`config.mk`:
```
export PLATFORM = sky130hd
export DESIGN_NAME = apb_slave_bridge
export DESIGN_NICKNAME = d
export VERILOG_FILES = /design/src/rtl/apb_ic_pkg.sv /design/src/rtl/apb_rsp_timer.sv /design/src/rtl/apb_slave_bridge.sv
export SDC_FILE = /design/constraint.sdc
export NUM_CORES = 1
export LEC_CHECK = 0
export ABC_AREA = 1
export BUFFER_PORTS_ARGS = -buffer_cell sky130_fd_sc_hd__clkbuf_2
export CAP_MARGIN = 0
export CORE_UTILIZATION = 45
export CTS_CLUSTER_DIAMETER = 80
export DETAILED_ROUTE_END_ITERATION = 6
export HOLD_SLACK_MARGIN = 0.15
export PLACE_DENSITY = 0.76
export SLEW_MARGIN = 0
export SYNTH_ARGS = -nofsm -noshare
export SYNTH_HDL_FRONTEND = slang
export SYNTH_HIERARCHICAL = 1
export SYNTH_SLANG_ARGS = --single-unit
```
`constraint.sdc`:
```
create_clock -name PCLK -period 2.8 [get_ports PCLK]
set_input_delay 0.56 -clock PCLK [delete_from_list [all_inputs] [get_ports PCLK]]
set_output_delay 0.56 -clock PCLK [all_outputs]
set_load 0.01 [all_outputs]
```
`src/rtl/apb_ic_pkg.sv`:
```
// Shared types and constants for the APB slave bridge of the round-robin interconnect.
package apb_ic_pkg;

  localparam int unsigned APB_ADDR_W = 32;
  localparam int unsigned APB_DATA_W = 32;
  localparam int unsigned APB_STRB_W = APB_DATA_W / 8;
  localparam int unsigned ERR_CNT_W  = 8;

  typedef enum logic [2:0] {
    IDLE,
    REQ,
    WAIT,
    DONE,
    DRAIN
  } apb_br_state_e;

  // Request payload as pushed into the downstream request FIFO
  typedef struct packed {
    logic                  write;
    logic [APB_ADDR_W-1:0] addr;
    logic [APB_DATA_W-1:0] wdata;
    logic [APB_STRB_W-1:0] strb;
  } apb_req_t;

  // Saturating increment for the error counter
  function automatic logic [ERR_CNT_W-1:0] sat_inc(input logic [ERR_CNT_W-1:0] v);
    return (v == '1) ? v : v + ERR_CNT_W'(1);
  endfunction

endpackage

```
`src/rtl/apb_rsp_timer.sv`:
```
// Response watchdog: counts cycles spent waiting for the arbiter response.
module apb_rsp_timer #(
  parameter int unsigned TIMEOUT = 64
) (
  input  logic PCLK,
  input  logic PRESET,
  input  logic clr,
  input  logic en,
  output logic expired_c
);

  localparam int unsigned CNT_W = (TIMEOUT > 0) ? $clog2(TIMEOUT + 1) : 1;

  logic [CNT_W-1:0] cnt;

  // Wait-cycle counter; held at zero when the watchdog is disabled
  always_ff @(posedge PCLK) begin
    if (PRESET || clr || (TIMEOUT == 0)) begin
      cnt <= '0;
    end else if (en) begin
      cnt <= cnt + CNT_W'(1);
    end
  end

  // Fires during the last permitted wait cycle; tied low when TIMEOUT is 0
  assign expired_c = (TIMEOUT != 0) && en && (cnt == CNT_W'(TIMEOUT - 1));

endmodule

```
`src/rtl/apb_slave_bridge.sv`:
```
// APB3 slave front-end: turns each APB transfer into a FIFO request and waits for the response.
module apb_slave_bridge
  import apb_ic_pkg::*;
#(
  parameter int unsigned       ADDR_W     = 32,
  parameter int unsigned       DATA_W     = 32,
  parameter logic [ADDR_W-1:0] ADDR_LIMIT = ADDR_W'(32'h0000_FFFF),
  parameter bit                POSTED_WR  = 1'b1,
  parameter int unsigned       TIMEOUT    = 64
) (
  input  logic                  PCLK,
  input  logic                  PRESET,
  input  logic                  PSEL,
  input  logic                  PENABLE,
  input  logic                  PWRITE,
  input  logic [ADDR_W-1:0]     PADDR,
  input  logic [DATA_W-1:0]     PWDATA,
  input  logic [DATA_W/8-1:0]   PSTRB,
  output logic [DATA_W-1:0]     PRDATA,
  output logic                  PREADY,
  output logic                  PSLVERR,
  output logic                  req_valid,
  input  logic                  req_ready,
  output logic                  req_write,
  output logic [ADDR_W-1:0]     req_addr,
  output logic [DATA_W-1:0]     req_wdata,
  output logic [DATA_W/8-1:0]   req_strb,
  input  logic                  rsp_valid,
  input  logic [DATA_W-1:0]     rsp_data,
  input  logic                  rsp_err,
  output logic [ERR_CNT_W-1:0]  err_count
);

  apb_br_state_e state;
  logic          stale;      // one timed-out response still owed by the arbiter
  logic          dec_err;    // current transfer failed address decode
  logic          timer_en;
  logic          timer_clr;
  logic          timer_expired;
  logic          fresh_rsp;
  logic          wait_err;

  assign timer_en  = (state == WAIT) || (state == DRAIN);
  assign timer_clr = (state == REQ);
  assign fresh_rsp = rsp_valid && !stale;
  assign wait_err  = fresh_rsp ? rsp_err : 1'b1;

  apb_rsp_timer #(
    .TIMEOUT (TIMEOUT)
  ) u_rsp_timer (
    .PCLK      (PCLK),
    .PRESET    (PRESET),
    .clr       (timer_clr),
    .en        (timer_en),
    .expired_c (timer_expired)
  );

  // Transfer sequencer with registered APB and request outputs
  always_ff @(posedge PCLK) begin
    if (PRESET) begin
      state     <= IDLE;
      stale     <= 1'b0;
      dec_err   <= 1'b0;
      PREADY    <= 1'b0;
      PSLVERR   <= 1'b0;
      PRDATA    <= '0;
      req_valid <= 1'b0;
      req_write <= 1'b0;
      req_addr  <= '0;
      req_wdata <= '0;
      req_strb  <= '0;
      err_count <= '0;
    end else begin
      // A late response for an abandoned request is swallowed wherever it lands
      if (rsp_valid && stale) begin
        stale <= 1'b0;
      end

      case (state)
        IDLE: begin
          if (PSEL && !PENABLE) begin
            req_write <= PWRITE;
            req_addr  <= PADDR;
            req_wdata <= PWDATA;
            req_strb  <= PWRITE ? PSTRB : '0;
            state     <= REQ;
            // Decode errors pass through REQ without a push so they complete one cycle later
            if (PADDR > ADDR_LIMIT) begin
              dec_err <= 1'b1;
            end else begin
              dec_err   <= 1'b0;
              req_valid <= 1'b1;
            end
          end
        end

        REQ: begin
          if (dec_err) begin
            state     <= DONE;
            PREADY    <= 1'b1;
            PSLVERR   <= 1'b1;
            err_count <= sat_inc(err_count);
          end else if (req_ready) begin
            req_valid <= 1'b0;
            if (req_write && POSTED_WR) begin
              state  <= DONE;
              PREADY <= 1'b1;
            end else begin
              state <= WAIT;
            end
          end
        end

        WAIT: begin
          if (fresh_rsp || timer_expired) begin
            if (!fresh_rsp) begin
              stale <= 1'b1;
            end
            if (PSEL) begin
              state   <= DONE;
              PREADY  <= 1'b1;
              PSLVERR <= wait_err;
              PRDATA  <= (fresh_rsp && !req_write) ? rsp_data : '0;
              if (wait_err) begin
                err_count <= sat_inc(err_count);
              end
            end else begin
              state <= IDLE;
            end
          end else if (!PSEL) begin
            state <= DRAIN;
          end
        end

        DRAIN: begin
          if (fresh_rsp || timer_expired) begin
            state <= IDLE;
            if (!fresh_rsp) begin
              stale <= 1'b1;
            end
          end
        end

        DONE: begin
          state   <= IDLE;
          PREADY  <= 1'b0;
          PSLVERR <= 1'b0;
          PRDATA  <= '0;
        end

        default: state <= IDLE;
      endcase
    end
  end

endmodule

```
# == Word level (Yosys, flattened, before mapping) ==
# Cells that the tools add are included.
# word_totals
word_cells,99
mem_bits_ro,0
ram_bits,0
inputBits,108
mem_count,0
out_inout_bits,112
latchBits,0
reg_bits,124
# classes
n_eq_ne,18
magnitude_cmp,1
n_mul,0
n_mux,41
div_mod_pow,0
reduce_logical,24
n_addsub,2
bitwise,0
shift,0
# ops
op,n
$mux 32,3
$pmux 32 s2,1
$mux 8,5
$gt 32x16->1 const B,1
$mux 1,19
$mux 3,6
$pmux 8 s2,1
$reduce_and 5->1,3
$ne 2x2->1 const B,7
$pmux 3 s4,1
$add 8x1->8 const B,1
$eq 8x8->1 const B,1
$reduce_and 4->1,2
$add 7x1->7 const B,1
$eq 7x6->1 const B,1
$eq 3x2->1 const B,2
$ne 3x3->1 const B,2
$pmux 1 s3,2
$reduce_bool 2->1,3
$logic_and 1x1->1,5
$mux 4,1
$ne 2x1->1 const B,2
$eq 3x1->1 const B,1
$eq 3x3->1 const B,1
10 further kinds,14

# == Longest topological paths before layout ==
# depth
ltp_word,7
ltp_mapped,17
ltp_nobuf,16

# == Modules after synthesis ==
# Netlist, hierarchy kept.
# modules_own_cells
mod,seq_area_each_um2,cells_each,n_inst,area_per_inst_um2
apb_slave_bridge,2342.2,664,1,4794.6
apb_rsp_timer,140.1,47,1,336.6

# == Worst setup path before layout ==
# Ideal clock, no wire load.
# synth_path
path_type,register -> register
from,register state[2]
to,register PRDATA[11]
path_stages_with_launch,17
arrival_time_ps,1867
n_path_buf,1
path_slack_ps,817
period_less_slack_ps,1983
setup_ps,116
required_ps,2684
cell_sequence,dfxtp_1 inv_2 nor2_1 inv_1 nand2_1 nand2_2 nor2_4 nand3_2 inv_1 inv_1 nand2_1 nand2_1 nand2_2 nand2_2 buf_4 o21ai_0 nor2_1
# synth_between
elab_chain_len,6
word_cells_on_any_way,11
cone_classes,eq/ne (5); mux (1); reduce/logical (5)
# synth_lines
item,line,text
start: declaration,apb_slave_bridge.sv:34,apb_br_state_e state;
start signal: assignment,apb_slave_bridge.sv:61,state <= IDLE;
start signal: assignment,apb_slave_bridge.sv:86,state <= REQ;
start signal: assignment,apb_slave_bridge.sv:99,state <= DONE;
$eq 3x2->1 or $eq 3x3->1 (tied branches),apb_slave_bridge.sv:43,assign timer_en = (state == WAIT) || (state == DRAIN);
$logic_or 1x1->1 (*),apb_slave_bridge.sv:43,
named net timer_en,apb_slave_bridge.sv:37,logic timer_en;
$logic_and 1x1->1 (*),apb_rsp_timer.sv:26,assign expired_c = (TIMEOUT != 0) && en && (cnt == CNT_W'(TIMEOUT - 1));
named net timer_expired,apb_slave_bridge.sv:39,logic timer_expired;
$logic_or 1x1->1 (*),apb_slave_bridge.sv:115,if (fresh_rsp || timer_expired) begin
$ne 2x1->1 (no line) (*),-,
$reduce_and 3->1 (no line) (*),-,
end signal: assignment,apb_slave_bridge.sv:123,PRDATA <= (fresh_rsp && !req_write) ? rsp_data : '0;
end: declaration,apb_slave_bridge.sv:19,"output logic [DATA_W-1:0] PRDATA,"
# Mark *: on every way through the listed nets, which the timed path passes. The rest lies on a longest branch.
# A chain may end at the register's enable or synchronous reset.

# == Final worst setup path ==
# layout_path
from,register state[0]
to,register PRDATA[7]
# Same word-level chain as after synthesis.

==> results.sh <==
export IMPL_port_buffers=219
export IMPL_setup_violations=0
export IMPL_p_seq_share_pct=37.2
export IMPL_wire_per_inst_um=12.6
export IMPL_antenna_found_initial=0
export IMPL_syn_area_per_cell_um2=7.22
export IMPL_rsz0062_at_grt="no"
export IMPL_first_iter_violations=442
export IMPL_slew_headroom_pct=61.8
export IMPL_power_density_nw_per_um2=887
export IMPL_pin_count=220
export IMPL_total_power_mw=6.05
export IMPL_chipWidth_um=109
export IMPL_end_kind="flip-flop"
export IMPL_path_cells="inv_2, nand2_1, nor2_1, inv_1, nand2_1, nand2_2, nor2_4, nand3_2, inv_1, inv_1, nand2_1, nand2_1, nand2_2, nand2_2, o21ai_0, nor2_1"
export IMPL_worstSetupPathType="flip-flop to flip-flop"
export IMPL_p_comb_share_pct=27.5
export IMPL_yosysSeqAreaShare_pct=48.4
export IMPL_grt_usage_pct=22.8
export IMPL_slowest_delay_ps=360
export IMPL_max_freq_mhz=398
export IMPL_m1WireLength_um=5900
export IMPL_ys_types=28
export IMPL_gp_congestion=0.875
export IMPL_grt_pass1_vias=4723
export IMPL_dieArea_um2=11800
export IMPL_nFillCells=1011
export IMPL_hold_viol_final=0
export IMPL_worstMarginPinSlew_ps=570
export IMPL_syn_area_um2=5130
export IMPL_routed_via_density=4.82
export IMPL_crit_buf_inv=4
export IMPL_clkTransAtPathRegs_ps=60
export IMPL_power_internal_mw=3.93
export IMPL_postCtsSetupRepairBufs=0
export IMPL_synth_nets=821
export IMPL_critPathMaxFanout=32
export IMPL_fin_crit_ps=2510
export IMPL_route_met3_wl_um=968
export IMPL_syn2layout_area_growth_pct=32.9
export IMPL_cp_start_kind="flip-flop"
export IMPL_cp_top_family="simple AND/OR/NAND/NOR gates"
export IMPL_clock_latency_ps=410
export IMPL_drv_cap=0
export IMPL_drcViolationCount=0
export IMPL_finalWorstSetupSlack_ps=288
export IMPL_report_final_slew_viol_count=0
export IMPL_rows=38
export IMPL_cts_sinks=124
export IMPL_arrival_ps=2810
export IMPL_fin_skew_ps=7.69
export IMPL_dr_total_vias=5172
export IMPL_drive_gt1_share_pct=30.1
export IMPL_cts_tree="built"
export IMPL_ys_seq_elements=124
export IMPL_die_y_um=109
export IMPL_final_nets=1030
export IMPL_highest_layer="met4"
export IMPL_grt_max_degree=65
export IMPL_first_pass_iters=4
export IMPL_grt_pass1_wl_um=21200
export IMPL_initial_core_util_pct=46.7
export IMPL_cts_resized=0
export IMPL_hold_path_class="primary input to flip-flop"
export IMPL_htree_levels=4
export IMPL_cts_hold_fix_buffers=0
export IMPL_dr_wl_met2_um=6380
export IMPL_slowest_stage="dfxtp_1"
export IMPL_fin_setup_tns_ps=0
export IMPL_overflow=0
export IMPL_switchingPower_mw=2.12
export IMPL_root_buffer="clkbuf_16"
export IMPL_clkPwrFrac_pct=35.3
export IMPL_fin_crit_sh_pct=89.7
export IMPL_crit_top_cell="nand2_1"
export IMPL_dp_slack_ps=331
export IMPL_p_leak_nw=3.24
export IMPL_core_um2=11000
export IMPL_ys_warn_count=6
export IMPL_outcome="completed"
export IMPL_cts_buffers=17
export IMPL_routed_wl_um=13500
export IMPL_utilization_pct=62.1
export IMPL_cts_path_max_buffers=2
export IMPL_ir_worst_vdd_v=0.000412
export IMPL_p_sw_share_pct=35.0
export IMPL_diodes=0
export IMPL_cp_data_required_time_ps=3090
export IMPL_netlist_instances=711
export IMPL_dp_hpwl_um=9570
export IMPL_ant_nets=0
metal layers:
metal / vias to the layer above / GRT usage, %
met4: 0 / 8.69
met5: - / 0
li1: 2683 / -
met1: 2283 / 26.0
met3: 26 / 7.95
met2: 180 / 39.2
cell usage after synthesis (all sizes together):
master  instances  share of area (%)
a211oi          1               0.15
a21oi          58                5.7
a31oi           1               0.12
buf            17                3.0
clkbuf         19                1.4
dfxtp         124                 48
ha              2               0.49
inv            53                4.0
nand2         100                7.7
nand3          21                2.2
nand3b          3               0.44
nand4           3               0.37
nor2          213                 16
nor3            3               0.29
o21ai          90                8.8
xor2            3               0.51
worst paths after layout:
check | end | from | depth (start not counted) | slack, ps
max reg2reg | PRDATA[7] | state[0] | 16 | 290
max | PRDATA[7] | state[0] | 16 | 290
min | PRDATA[12] | rsp_data[12] | 3 | 380
min reg2reg | PREADY | PREADY | 2 | 450
registers in the layout, indices dropped and copies added (netlist names), 3 cells and up:
name and count:
PRDATA 32, err_count 8, req_addr 32, req_strb 4, req_wdata 32, state 3, u_rsp_timer/cnt 7
area by class of cell:
| type | instances | area [µm²] | share of cell area [%] |
|---|---|---|---|
| tap | 140 | 175 | 2.57 |
| inverter | 53 | 204 | 2.99 |
| timing repair buffer | 226 | 1160 | 17.0 |
| clock buffer | 17 | 425 | 6.24 |
| multi-input combinational | 498 | 2220 | 32.5 |
| clock inverter | 15 | 153 | 2.24 |
| sequential | 124 | 2480 | 36.4 |
tightest hold or removal path, stage by stage:
cell and delay [ps]:
clkbuf_2 80, nand2_1 50, a21oi_1 50
per-stage QoR:
stage	hold slack (ps)	cell area (µm²)	std cells
4_1_cts	361	6820	1073
3_3_place_gp	437	6240	1041
2_1_floorplan	447	5130	711
6_report	377	6820	1073
5_1_grt	372	6820	1073
3_5_place_dp	438	6240	1041
power groups by stage:
stage	Sequential, mW	Combinational, mW	Clock (mW)
5_1_grt	2.29	1.89	2.28
6_report	2.25	1.66	2.14
3_3_place_gp	2.27	1.65	0
4_1_cts	2.25	1.67	2.17
3_5_place_dp	2.28	1.66	0
2_1_floorplan	2.39	1.03	0
logic make-up (layout without fill, tap and decap cells):
kind of cell             Yosys count  in the layout  share of synthesized area (%)
AO/OA/AOI/OAI                    150            150                           14.8
XOR/XNOR                           3              3                          0.512
adder cells (fa/ha/maj)            2              2                          0.488
buffers and inverters             89            311                           8.39
flip-flops                       124            124                           48.4
AND/OR/NAND/NOR                  343            343                           27.5
placed cells by master, fill, tap and decap left out, types with 2 or more instances in the layout:
| cell | n |
|---|---|
| clkinvlp_4 | 4 |
| xor2_1 | 3 |
| inv_8 | 2 |
| nand3b_1 | 3 |
| nor2_1 | 204 |
| nand2_2 | 5 |
| ha_1 | 2 |
| nand4_1 | 3 |
| nor2_4 | 4 |
| clkbuf_2 | 219 |
| nor2_2 | 5 |
| inv_2 | 4 |
| a21oi_1 | 57 |
| o21ai_1 | 6 |
| o21ai_0 | 84 |
| nand2_1 | 94 |
| nor3_1 | 3 |
| inv_1 | 48 |
| nand3_1 | 19 |
| dfxtp_1 | 124 |
| nand3_2 | 2 |
| clkbuf_16 | 17 |
| buf_4 | 6 |
| inv_6 | 8 |
Power figures use the tool's default switching activity.
